<file path="src/rtl/mux8_scan_ctrl_if.sv">
// Bundle between the scan controller and its word producer / mux_8x1 tree.
//
// Handshake: a word transfers on a rising clk edge where load_valid and
// load_ready are both high. load_ready is only offered while the block is
// idle. A producer that sees load_ready low must keep load_valid and
// load_data stable until the transfer happens; the block never buffers an
// offered word.
interface mux8_scan_ctrl_if;
    logic       en;
    logic       load_valid;
    logic       load_ready;
    logic [7:0] load_data;
    logic       i0, i1, i2, i3, i4, i5, i6, i7;
    logic       s0, s1, s2;
    logic       slot_valid;
    logic       done;

    // Producer / testbench side
    modport master (
        output en, load_valid, load_data,
        input  load_ready, i0, i1, i2, i3, i4, i5, i6, i7,
        input  s0, s1, s2, slot_valid, done
    );

    // Scan controller side
    modport slave (
        input  en, load_valid, load_data,
        output load_ready, i0, i1, i2, i3, i4, i5, i6, i7,
        output s0, s1, s2, slot_valid, done
    );
endinterface

</file>
<file path="src/rtl/mux8_scan_ctrl.sv">
// Scan controller for a mux_8x1 tree: captures an 8-bit word, then walks the
// select lines 0..7 (each held HOLD_CYCLES enabled cycles) so the mux output
// serialises the word LSB-first. State and hold counter are exposed on debug
// ports so checkers can observe the FSM directly.
module mux8_scan_ctrl #(
    parameter int HOLD_CYCLES = 1
) (
    input  logic          clk,
    input  logic          rst,
    mux8_scan_ctrl_if.slave bus,
    output logic          dbg_scan_o,
    output logic [7:0]    dbg_hold_cnt_o
);

    typedef enum logic {
        IDLE = 1'b0,
        SCAN = 1'b1
    } state_t;

    // Last legal hold count; HOLD_CYCLES up to 256 still fits in 8 bits.
    localparam logic [7:0] HOLD_LAST = 8'(HOLD_CYCLES - 1);

    state_t     state_q, state_d;
    logic [7:0] data_q;
    logic [2:0] sel_q;
    logic [7:0] hold_q;

    logic       load_ready;
    logic       accept;
    logic       last_hold;
    logic       last_slot;

    assign last_hold = (hold_q == HOLD_LAST);
    assign last_slot = (sel_q == 3'd7);

    // State register
    always_ff @(posedge clk) begin
        if (rst) begin
            state_q <= IDLE;
        end else begin
            state_q <= state_d;
        end
    end

    // Next-state: leave IDLE on an accepted word, leave SCAN after the last
    // enabled hold cycle of slot 7.
    always_comb begin
        state_d = state_q;
        case (state_q)
            IDLE: begin
                if (accept) begin
                    state_d = SCAN;
                end
            end
            SCAN: begin
                if (bus.en && last_hold && last_slot) begin
                    state_d = IDLE;
                end
            end
            default: state_d = IDLE;
        endcase
    end

    // Outputs: handshake ready, slot qualifier and end-of-frame pulse.
    always_comb begin
        load_ready = 1'b0;
        accept     = 1'b0;
        bus.slot_valid = 1'b0;
        bus.done       = 1'b0;
        case (state_q)
            IDLE: begin
                load_ready = !rst;
                accept     = bus.load_valid && !rst;
            end
            SCAN: begin
                bus.slot_valid = 1'b1;
                bus.done       = last_slot && last_hold && bus.en;
            end
            default: ;
        endcase
    end

    // Datapath: capture the word on accept, then advance hold/select while enabled.
    always_ff @(posedge clk) begin
        if (rst) begin
            data_q <= 8'd0;
            sel_q  <= 3'd0;
            hold_q <= 8'd0;
        end else if (accept) begin
            data_q <= bus.load_data;
            sel_q  <= 3'd0;
            hold_q <= 8'd0;
        end else if (state_q == SCAN && bus.en) begin
            if (!last_hold) begin
                hold_q <= hold_q + 8'd1;
            end else begin
                hold_q <= 8'd0;
                // Slot 7 exits to IDLE with select parked at 0; no wrap inside SCAN.
                sel_q  <= last_slot ? 3'd0 : sel_q + 3'd1;
            end
        end
    end

    assign bus.load_ready = load_ready;

    assign bus.i0 = data_q[0];
    assign bus.i1 = data_q[1];
    assign bus.i2 = data_q[2];
    assign bus.i3 = data_q[3];
    assign bus.i4 = data_q[4];
    assign bus.i5 = data_q[5];
    assign bus.i6 = data_q[6];
    assign bus.i7 = data_q[7];

    assign bus.s0 = sel_q[0];
    assign bus.s1 = sel_q[1];
    assign bus.s2 = sel_q[2];

    assign dbg_scan_o     = (state_q == SCAN);
    assign dbg_hold_cnt_o = hold_q;

endmodule
</file>
<file path="src/flat_wrapper.sv">
// flat-port wrapper written by rule: the top's interface ports become plain ports
module mux8_scan_ctrl_flat 
#(
    parameter int HOLD_CYCLES = 1
)
  (clk, rst, dbg_scan_o, dbg_hold_cnt_o, bus_en, bus_load_valid, bus_load_data, bus_load_ready, bus_i0, bus_i1, bus_i2, bus_i3, bus_i4, bus_i5, bus_i6, bus_i7, bus_s0, bus_s1, bus_s2, bus_slot_valid, bus_done);
  mux8_scan_ctrl_if bus_i ();
  input  logic clk;
  input  logic rst;
  output logic dbg_scan_o;
  output logic [7:0] dbg_hold_cnt_o;
  input wire logic [$bits(bus_i.en)-1:0] bus_en;
  input wire logic [$bits(bus_i.load_valid)-1:0] bus_load_valid;
  input wire logic [$bits(bus_i.load_data)-1:0] bus_load_data;
  output wire logic [$bits(bus_i.load_ready)-1:0] bus_load_ready;
  output wire logic [$bits(bus_i.i0)-1:0] bus_i0;
  output wire logic [$bits(bus_i.i1)-1:0] bus_i1;
  output wire logic [$bits(bus_i.i2)-1:0] bus_i2;
  output wire logic [$bits(bus_i.i3)-1:0] bus_i3;
  output wire logic [$bits(bus_i.i4)-1:0] bus_i4;
  output wire logic [$bits(bus_i.i5)-1:0] bus_i5;
  output wire logic [$bits(bus_i.i6)-1:0] bus_i6;
  output wire logic [$bits(bus_i.i7)-1:0] bus_i7;
  output wire logic [$bits(bus_i.s0)-1:0] bus_s0;
  output wire logic [$bits(bus_i.s1)-1:0] bus_s1;
  output wire logic [$bits(bus_i.s2)-1:0] bus_s2;
  output wire logic [$bits(bus_i.slot_valid)-1:0] bus_slot_valid;
  output wire logic [$bits(bus_i.done)-1:0] bus_done;
  assign bus_i.en = bus_en;
  assign bus_i.load_valid = bus_load_valid;
  assign bus_i.load_data = bus_load_data;
  assign bus_load_ready = bus_i.load_ready;
  assign bus_i0 = bus_i.i0;
  assign bus_i1 = bus_i.i1;
  assign bus_i2 = bus_i.i2;
  assign bus_i3 = bus_i.i3;
  assign bus_i4 = bus_i.i4;
  assign bus_i5 = bus_i.i5;
  assign bus_i6 = bus_i.i6;
  assign bus_i7 = bus_i.i7;
  assign bus_s0 = bus_i.s0;
  assign bus_s1 = bus_i.s1;
  assign bus_s2 = bus_i.s2;
  assign bus_slot_valid = bus_i.slot_valid;
  assign bus_done = bus_i.done;
  mux8_scan_ctrl #(.HOLD_CYCLES(HOLD_CYCLES)) u_core (.clk(clk), .rst(rst), .bus(bus_i), .dbg_scan_o(dbg_scan_o), .dbg_hold_cnt_o(dbg_hold_cnt_o));
endmodule
</file>
<file path="config.mk">
export PLATFORM = sky130hd
export DESIGN_NAME = mux8_scan_ctrl_flat
export DESIGN_NICKNAME = d
export VERILOG_FILES = /design/src/rtl/mux8_scan_ctrl_if.sv /design/src/rtl/mux8_scan_ctrl.sv /design/src/flat_wrapper.sv
export SDC_FILE = /design/constraint.sdc
export NUM_CORES = 1
export LEC_CHECK = 0
export ABC_AREA = 0
export BUFFER_PORTS_ARGS = -buffer_cell sky130_fd_sc_hd__buf_2
export CAP_MARGIN = 20
export CORE_MARGIN = 3
export CORE_UTILIZATION = 45
export DETAILED_ROUTE_END_ITERATION = 6
export PLACE_DENSITY = 0.75
export SYNTH_ARGS = -nofsm -noshare
export SYNTH_HDL_FRONTEND = slang
export SYNTH_SLANG_ARGS = --single-unit
export TNS_END_PERCENT = 20
</file>
<file path="constraint.sdc">
create_clock -name clk -period 2.18 [get_ports clk]
set_input_delay 0.218 -clock clk [delete_from_list [all_inputs] [get_ports clk]]
set_output_delay 0.218 -clock clk [all_outputs]
set_load 0.03 [all_outputs]
</file>
==> impl_metrics.env, run 1 <==
export IMPL_fin_crit_sh=0.919
export IMPL_setup_worst_path_class="flip-flop to output port"
export IMPL_grt_pass1_vias=730
export IMPL_synthMuxAreaShare=0.0449
export IMPL_dr_total_vias=823
export IMPL_synth_xor_area_frac=0.0197
export IMPL_grt_max_degree=14
export IMPL_ys_ff_latch=20
export IMPL_syn2layout_area_growth_pct=23.5
export IMPL_numCtsBuffers=3
export IMPL_yosys_top_cells_area="dfxtp_1 45%, nand2_1 8.0%, a21oi_1 5.6%"
export IMPL_place_area_um2=1080
export IMPL_synth_top_family_by_area="simple AND/OR/NAND/NOR gates"
export IMPL_die_w_um=50.5
export IMPL_grt_total_usage=0.160
export IMPL_place_hpwl_um=1490
export IMPL_leakage_uw=0.000504
export IMPL_row_count=15
export IMPL_synth_compound_area_share=0.121
export IMPL_ant_nets=0
export IMPL_ir_worst_vdd_v=0.000397
export IMPL_io_buffer_count=34
export IMPL_yosysTopAreaCell="dfxtp_1"
export IMPL_ioPinCount=35
export IMPL_post_cts_buffers=0
export IMPL_root_buffer="clkbuf_4"
export IMPL_p_total_uw=653
export IMPL_netlist_area_um2=891
export IMPL_cap_violations=0
export IMPL_h_tree_depth=1
export IMPL_hold_class="input port to flip-flop"
export IMPL_critPathCaptureType="output port"
export IMPL_worstSetupStartpointType="flip-flop"
export IMPL_drtIter0Drc=5
export IMPL_grt_pass1_wl_um=3120
export IMPL_crit_required_ns=1.96
export IMPL_clock_skew_ns=0.00399
export IMPL_critPathLaunch="u_core.dbg_hold_cnt_o[0]"
export IMPL_tightest_slew_ns=0.591
export IMPL_layout_drive_gt1_share=0.290
export IMPL_dr_pass1_iters=4
export IMPL_synthFlopType="dfxtp_1"
export IMPL_wl_um=1960
export IMPL_start_util=0.494
export IMPL_power_density_nw_per_um2=593
export IMPL_setup_viol=0
export IMPL_syn_num_nets=120
export IMPL_final_util=0.610
export IMPL_fin_area_um2=1100
export IMPL_post_synth_top_area_fraction=0.449
export IMPL_wire_per_inst_um=12.0
export IMPL_antenna_found_initial=0
export IMPL_fin_setup_tns_ns=0
export IMPL_syn_inst=104
export IMPL_critPathTopFamily="simple AND/OR/NAND/NOR gates"
export IMPL_yosysWarningCount=0
export IMPL_async_flop_share=0
export IMPL_finalHoldViolCount=0
export IMPL_worst_slack_ns=0.177
export IMPL_crit_path_max_fanout=4
export IMPL_r2r_start="u_core.dbg_hold_cnt_o[0]"
export IMPL_synth_common_cells="20 x dfxtp_1, 19 x nand2_1, 10 x a21oi_1"
export IMPL_die_y_um=50.5
export IMPL_hold_start="bus_load_data[6]"
export IMPL_via_per_inst=5.05
export IMPL_synth_avg_cell_area_um2=8.57
export IMPL_synth_edf_count=0
export IMPL_worst_path_max_delay_cell="or4b_1"
export IMPL_overflow=0
export IMPL_period_needed_ns=2.00
export IMPL_cts_max_path_buffers=2
export IMPL_fin_nets=156
export IMPL_cts_resized_gates=0
export IMPL_critPathMaxStageDelay_ns=0.44
export IMPL_cp_cell_sequence="inv_1 -> ha_1 -> or4b_1 -> nor3_2 -> and2_1 -> buf_2"
export IMPL_clkSlewWorstSetupHoldPaths_ns=0.10
export IMPL_cts_tree="done"
export IMPL_cts_num_sinks=20
export IMPL_outcome="finished clean"
export IMPL_relSlewSlack=0.605
export IMPL_path_buf_inv=2
export IMPL_synth_simple_gate_area_share=0.254
export IMPL_core_area_um2=1800
export IMPL_rsz0062_at_grt="no"
export IMPL_yosysMostFrequentCell="dfxtp_1"
export IMPL_drv_slew=0
export IMPL_hold_buffers=0
export IMPL_die_area_um2=2550
export IMPL_routabilityCongestion=0.724
export IMPL_diodes=0
export IMPL_synth_adder_area_share=0.0562
export IMPL_place_ws_ns=0.447
export IMPL_clk_latency_ns=0.29
export IMPL_synthDistinctLibCells=24
export IMPL_synth_seq_area_share=0.449
export IMPL_arrival_ns=1.78
export IMPL_drc_errors=0
export IMPL_fmax_ghz=0.499
==> power breakdown <==
group	leakage, uW	internal [uW]	switching [uW]	total [uW]
clock	0.0000138	64.3	103	167
combinational	0.000328	33.5	67.0	100
sequential	0.000163	377	8.38	385
==> routing by layer <==
layer,up-vias,routed length (um),GRT usage
li1,432,-,-
met1,364,910,0.188
met2,25,918,0.267
met3,2,112,0.0712
met4,0,12,0.0359
met5,-,0,0
==> state kept, by name, summed over array words and instances, names as in the netlist <==
signal                 flops
u_core.data_q              8
u_core.dbg_hold_cnt_o      8
u_core.sel_q               3
u_core.dbg_scan_o          1
==> worst paths after layout <==
path | slack [ns] | cells past startpoint | end
worst min register to register | 0.46 | 2 | u_core.data_q[5]
worst min-delay path | 0.15 | 3 | u_core.data_q[6]
worst max register to register | 0.53 | 6 | u_core.sel_q[0]
worst max-delay path | 0.18 | 6 | bus_done
==> area by class of cell <==
type | instances | area, um^2
Sequential cell | 20 | 400
Inverter | 5 | 18.8
Fill cell | 192 | 702
Tap cell | 25 | 31.3
Timing Repair Buffer | 36 | 185
Clock buffer | 3 | 22.5
Multi-Input combinational cell | 74 | 442
==> worst reg2reg max path: cells and delay by family (launching register included) <==
family / cells / cell delay, ns
adders and majority gates: 1 / 0.14
buffers and inverters: 2 / 0.30
DFF: 1 / 0.35
muxes: 1 / 0.22
and+or+nand+nor: 2 / 0.57
==> cell families after synthesis <==
group / count (synthesis)
compound gates: 19
xor+xnor: 2
fa+ha+maj: 4
buf+inv: 10
flops: 20
mux: 4
simple gates: 45
==> placed cells by master, fill, tap and decap left out <==
master and instances:
buf_2 34, dfxtp_1 20, nand2_1 19, a21oi_1 10, nand3_1 7, inv_1 5, or3_1 5, o21ai_0 4
a211oi_1 4, mux2i_1 4, ha_1 4, nor3_1 3, clkbuf_4 3, nor2_1 2, nand4_1 2, xnor2_1 2
or4_1 2, buf_4 2, or4b_1 1, nor3_2 1, and2_1 1, nor2b_1 1, nand2b_1 1, o31ai_1 1
==> through the flow <==
| step | instances | hold WS, ns |
|---|---|---|
| 2_1_floorplan | 104 | 0.354 |
| 3_3_place_gp | 160 | 0.439 |
| 3_5_place_dp | 160 | 0.444 |
| 4_1_cts | 163 | 0.146 |
| 5_1_grt | 163 | 0.132 |
| 6_report | 163 | 0.152 |
Power figures use the tool's default switching activity.
==> run 2, diff against run 1 <==
--- a/config.mk
+++ b/config.mk
@@ -9,9 +9,9 @@
 export BUFFER_PORTS_ARGS = -buffer_cell sky130_fd_sc_hd__buf_2
 export CAP_MARGIN = 20
 export CORE_MARGIN = 3
-export CORE_UTILIZATION = 45
+export CORE_UTILIZATION = 42
 export DETAILED_ROUTE_END_ITERATION = 6
-export PLACE_DENSITY = 0.75
+export PLACE_DENSITY = 0.73
 export SYNTH_ARGS = -nofsm -noshare
 export SYNTH_HDL_FRONTEND = slang
 export SYNTH_SLANG_ARGS = --single-unit
==> constraint.sdc (replaced) <==
create_clock -name clk -period 1.72 [get_ports clk]
set_input_delay 0.172 -clock clk [delete_from_list [all_inputs] [get_ports clk]]
set_output_delay 0.172 -clock clk [all_outputs]
set_load 0.03 [all_outputs]
==> impl_metrics.env, run 2 (synthesis gave the netlist of run 1 again) <==
export IMPL_final_common_cell="buf_2"
export IMPL_critPathTopFamily="simple AND/OR/NAND/NOR gates"
export IMPL_violations="negative setup slack"
export IMPL_grt_pass1_wl_um=3370
export IMPL_r2r_slack_ns=0.08
export IMPL_cap_violations=0
export IMPL_hold_path_cell_count=3
export IMPL_root_buffer="clkbuf_4"
export IMPL_clock_skew_ns=0.00162
export IMPL_seq_area_um2=403
export IMPL_ir_worst_vdd_v=0.000442
export IMPL_cts_max_path_buffers=2
export IMPL_grt_pass1_vias=815
export IMPL_hold_class="input port to flip-flop"
export IMPL_worstSetupStartpointType="flip-flop"
export IMPL_die_y_um=52.1
export IMPL_clk_latency_ns=0.29
export IMPL_drv_slew=0
export IMPL_fin_nets=162
export IMPL_row_count=16
export IMPL_dr_pass1_iters=4
export IMPL_grt_max_degree=14
export IMPL_h_tree_depth=1
export IMPL_crit_required_ns=1.55
export IMPL_place_hpwl_um=1520
export IMPL_grt_total_usage=0.164
export IMPL_relSlewSlack=0.809
export IMPL_setup_viol=1
export IMPL_core_area_um2=1980
export IMPL_diodes=0
export IMPL_io_buffer_count=34
export IMPL_overflow=0
export IMPL_drtIter0Drc=5
export IMPL_top_layer_used="met4"
export IMPL_p_total_uw=842
export IMPL_arrival_ns=1.69
export IMPL_power_density_nw_per_um2=710
export IMPL_clkSlewWorstSetupHoldPaths_ns=0.10
export IMPL_hold_start="bus_load_data[7]"
export IMPL_dr_wl_met2_um=994
export IMPL_worst_path_max_delay_cell="or4b_4"
export IMPL_wl_met3_um=89
export IMPL_dp_cells=163
export IMPL_n_fill_cell=188
export IMPL_hold_end="u_core.data_q[7]"
export IMPL_leakage_uw=0.000540
export IMPL_drc_errors=0
export IMPL_crit_path_max_fanout=2
export IMPL_wl_um=2080
export IMPL_setup_worst_path_class="flip-flop to output port"
export IMPL_die_area_um2=2710
export IMPL_multi_input_area_um2=467
export IMPL_fin_setup_tns_ns=-0.146
export IMPL_critPathMaxStageDelay_ns=0.46
export IMPL_cts_num_sinks=20
export IMPL_critPathCaptureType="output port"
export IMPL_fmax_ghz=0.536
export IMPL_die_w_um=52.1
export IMPL_place_ws_ns=0.0686
export IMPL_wl_met1_um=949
export IMPL_finalHoldViolCount=0
export IMPL_worst_slack_ns=-0.146
export IMPL_final_cell_count_no_fill=171
export IMPL_reg2reg_to="u_core.sel_q[2]"
export IMPL_period_needed_ns=1.87
export IMPL_tightest_slew_ns=0.286
export IMPL_wire_per_inst_um=12.2
export IMPL_layout_drive_gt1_share=0.368
export IMPL_routabilityCongestion=0.743
export IMPL_fin_crit_sh=1.08
export IMPL_rsz0062_at_grt="yes"
export IMPL_cts_tree="done"
export IMPL_numCtsBuffers=3
export IMPL_outcome="complete, but fails checks"
export IMPL_r2r_cells=7
export IMPL_path_buf_inv=2
export IMPL_via_per_inst=5.08
export IMPL_ant_nets=0
export IMPL_r2r_start="u_core.dbg_hold_cnt_o[0]"
export IMPL_ioPinCount=35
export IMPL_antenna_found_initial=0
export IMPL_cp_cell_sequence="inv_2 -> ha_4 -> or4b_4 -> nor3_4 -> and2_4 -> buf_6"
export IMPL_syn2layout_area_growth_pct=33.0
export IMPL_final_cell_mix="33 x buf_2, 19 x nand2_1, 18 x dfxtp_1"
export IMPL_start_util=0.449
export IMPL_dr_total_vias=868
==> run 2: area by class of cell <==
cell class,count,area share
tap,27,0.0285
inverter,5,0.0158
timing repair buffer,42,0.203
multi-input combinational,74,0.394
sequential,20,0.340
clock buffer,3,0.0190
==> run 2: layer usage <==
layer | vias up | global-route usage
met4 | 0 | 0.0655
met2 | 21 | 0.285
met3 | 4 | 0.0172
met5 | - | 0
met1 | 393 | 0.204
li1 | 450 | -
==> run 2: timing repair <==
| action | 4_1_cts | 5_1_grt |
|---|---|---|
| endpoints found under the setup margin | 1 | 2 |
| pin swaps | 2 | 3 |
| hold buffers | 0 | 0 |
| setup buffers | 3 | 2 |
| gates resized for setup | 5 | 4 |
==> run 2: per-stage QoR <==
stage / hold WS [ns] / utilization / area [um^2]
2_1_floorplan: 0.308 / - / 896
3_3_place_gp: 0.412 / 0.551 / 1090
3_5_place_dp: 0.420 / 0.551 / 1090
4_1_cts: 0.102 / 0.582 / 1150
5_1_grt: 0.108 / 0.598 / 1180
6_report: 0.104 / 0.598 / 1180
==> run 2: worst max-delay path by stage <==
stage / from / end / depth (start not counted)
after global placement: u_core.dbg_hold_cnt_o[0] / bus_done / 6
after detailed placement: u_core.dbg_hold_cnt_o[0] / bus_done / 6
after CTS: u_core.dbg_hold_cnt_o[0] / bus_done / 6
after floorplan: u_core.dbg_hold_cnt_o[0] / bus_done / 6
final: u_core.dbg_hold_cnt_o[0] / bus_done / 6
after global routing: u_core.dbg_hold_cnt_o[0] / bus_done / 6
==> run 2: tightest hold or removal path: cells and delay by family <==
kind            cells  cell delay, ns
simple gates        1            0.04
buf+inv             1            0.10
compound gates      1            0.05
==> run 2: where the power goes <==
group          switching [uW]  total, uW  internal, uW
clock                     130        212          81.5
combinational            90.0        142          51.9
sequential               10.4        488           478
total                     231        842           611
==> run 3, diff against run 2 <==
--- a/config.mk
+++ b/config.mk
@@ -9,9 +9,12 @@
 export BUFFER_PORTS_ARGS = -buffer_cell sky130_fd_sc_hd__buf_2
 export CAP_MARGIN = 20
 export CORE_MARGIN = 3
-export CORE_UTILIZATION = 42
+export CORE_UTILIZATION = 44
+export CTS_BUF_LIST = sky130_fd_sc_hd__clkbuf_8
+export CTS_CLUSTER_SIZE = 12
 export DETAILED_ROUTE_END_ITERATION = 6
-export PLACE_DENSITY = 0.73
+export MAX_ROUTING_LAYER = met4
+export PLACE_DENSITY = 0.76
 export SYNTH_ARGS = -nofsm -noshare
 export SYNTH_HDL_FRONTEND = slang
 export SYNTH_SLANG_ARGS = --single-unit
==> impl_metrics.env, run 3 (synthesis gave the netlist of run 1 again) <==
export IMPL_final_cell_count_no_fill=169
export IMPL_drc_errors=0
export IMPL_root_buffer="clkbuf_8"
export IMPL_worst_slack_ns=-0.121
export IMPL_drv_slew=0
export IMPL_setup_worst_path_class="flip-flop to output port"
export IMPL_arrival_ns=1.67
export IMPL_crit_path_max_fanout=2
export IMPL_hold_class="input port to flip-flop"
export IMPL_row_count=15
export IMPL_hold_path_cell_count=3
export IMPL_setup_viol=1
export IMPL_h_tree_depth=1
export IMPL_p_sw_frac=0.235
export IMPL_die_area_um2=2600
export IMPL_r2r_start="u_core.dbg_hold_cnt_o[1]"
export IMPL_ioPinCount=35
export IMPL_wl_um=2180
export IMPL_io_buffer_count=34
export IMPL_fin_crit_sh=1.07
export IMPL_violations="negative setup slack"
export IMPL_clkSlewWorstSetupHoldPaths_ns=0.08
export IMPL_start_util=0.489
export IMPL_die_y_um=51.0
export IMPL_cts_max_path_buffers=2
export IMPL_place_hpwl_um=1530
export IMPL_worstSetupStartpointType="flip-flop"
export IMPL_crit_required_ns=1.55
export IMPL_n_fill_cell=153
export IMPL_critPathCaptureType="output port"
export IMPL_routabilityCongestion=0.826
export IMPL_numCtsBuffers=3
export IMPL_syn2layout_area_growth_pct=36.9
export IMPL_period_needed_ns=1.84
export IMPL_p_int_uw=839
export IMPL_rsz0062_at_grt="yes"
export IMPL_diodes=0
export IMPL_overflow=0
export IMPL_dr_pass1_iters=4
export IMPL_power_frac_comb=0.128
export IMPL_power_switching_uw=258
export IMPL_hold_end="u_core.data_q[4]"
export IMPL_core_area_um2=1820
export IMPL_tightest_slew_ns=0.276
export IMPL_outcome="complete, but fails checks"
export IMPL_drtIter0Drc=20
export IMPL_ir_worst_vdd_v=0.000523
export IMPL_p_total_uw=1100
export IMPL_place_ws_ns=0.0296
export IMPL_cap_violations=0
export IMPL_power_frac_seq=0.444
export IMPL_via_per_inst=5.17
export IMPL_leakage_uw=0.000555
export IMPL_cts_tree="done"
export IMPL_final_cell_mix="33 x buf_2, 19 x nand2_1, 18 x dfxtp_1"
export IMPL_antenna_found_initial=0
export IMPL_grt_pass1_wl_um=3710
export IMPL_final_common_cell="buf_2"
export IMPL_fmax_ghz=0.543
export IMPL_dp_cells=161
export IMPL_pwr_share_clk=0.428
export IMPL_cts_num_sinks=20
export IMPL_hold_start="bus_load_data[4]"
export IMPL_dr_total_vias=874
export IMPL_power_density_nw_per_um2=899
export IMPL_layout_drive_gt1_share=0.368
export IMPL_clk_latency_ns=0.26
export IMPL_grt_total_usage=0.190
export IMPL_grt_pass1_vias=846
export IMPL_r2r_cells=6
export IMPL_reg2reg_to="u_core.sel_q[2]"
export IMPL_r2r_slack_ns=0.11
export IMPL_grt_max_degree=14
export IMPL_relSlewSlack=0.815
export IMPL_ant_nets=0
export IMPL_die_w_um=51.0
export IMPL_fin_nets=161
export IMPL_finalHoldViolCount=0
export IMPL_clock_skew_ns=0.00471
export IMPL_wire_per_inst_um=12.9
run 3: cell count changes in the layout (fill, tap and decap cells not counted), sizes merged:
cell    previous run  this run
buf               42        41
bufinv             0         1
run 3: power by group through the flow:
| stage | combinational [uW] | clock [uW] | sequential [uW] |
|---|---|---|---|
| floorplan | 59.1 | 0 | 527 |
| global placement | 127 | 0 | 498 |
| detailed placement | 130 | 0 | 499 |
| CTS | 139 | 475 | 488 |
| global route | 154 | 498 | 490 |
| finish | 140 | 470 | 488 |
run 3: final cells by class:
| type | count | area (um^2) | share of cell area |
|---|---|---|---|
| clock buffers | 3 | 41.3 | 0.0338 |
| clock inverters | 1 | 30.0 | 0.0246 |
| inverters | 5 | 18.8 | 0.0154 |
| multi-input cells | 74 | 467 | 0.383 |
| flip-flops and latches | 20 | 403 | 0.330 |
| well taps | 25 | 31.3 | 0.0256 |
| repair buffers | 41 | 229 | 0.188 |
run 3: worst max-delay path, stage by stage (launching register included):
cell	delay (ns)
dfxtp_2	0.33
inv_2	0.07
ha_4	0.12
or4b_4	0.47
nor3_4	0.14
and2_4	0.16
buf_6	0.12
run 3: layer usage:
metal	vias to the layer above	part of all wire	GRT usage
met5	-	0	-
met4	0	0.0060	0.0762
met3	2	0.054	0.0321
met2	33	0.49	0.300
met1	396	0.45	0.241
li1	443	-	-
run 3: timing repair:
action                                  4_1_cts  5_1_grt
endpoints found under the setup margin        1        2
pin swaps                                     2        1
buffers inserted                              3        1
hold buffers                                  0        0
gates resized for setup                       8        0
run 3: how the worst max path moves through the flow:
| stage | start | to | slack, ns | depth (start not counted) |
|---|---|---|---|---|
| 3_3_place_gp | u_core.dbg_hold_cnt_o[0] | bus_done | 0.11 | 6 |
| 5_1_grt | u_core.dbg_hold_cnt_o[1] | bus_done | -0.18 | 6 |
| 3_5_place_dp | u_core.dbg_hold_cnt_o[0] | bus_done | 0.03 | 6 |
| 6_report | u_core.dbg_hold_cnt_o[1] | bus_done | -0.12 | 6 |
| 4_1_cts | u_core.dbg_hold_cnt_o[1] | bus_done | -0.17 | 6 |
| 2_1_floorplan | u_core.dbg_hold_cnt_o[0] | bus_done | 0.003 | 6 |
run 3: metrics by stage:
stage | util | cell area [um^2] | setup TNS, ns | hold WS, ns
final | 0.670 | 1220 | -0.121 | 0.141
after global routing | 0.670 | 1220 | -0.177 | 0.159
after CTS | 0.666 | 1210 | -0.171 | 0.138
after detailed placement | 0.599 | 1090 | 0 | 0.417
after global placement | 0.599 | 1090 | 0 | 0.413
after floorplan | - | 896 | 0 | 0.308
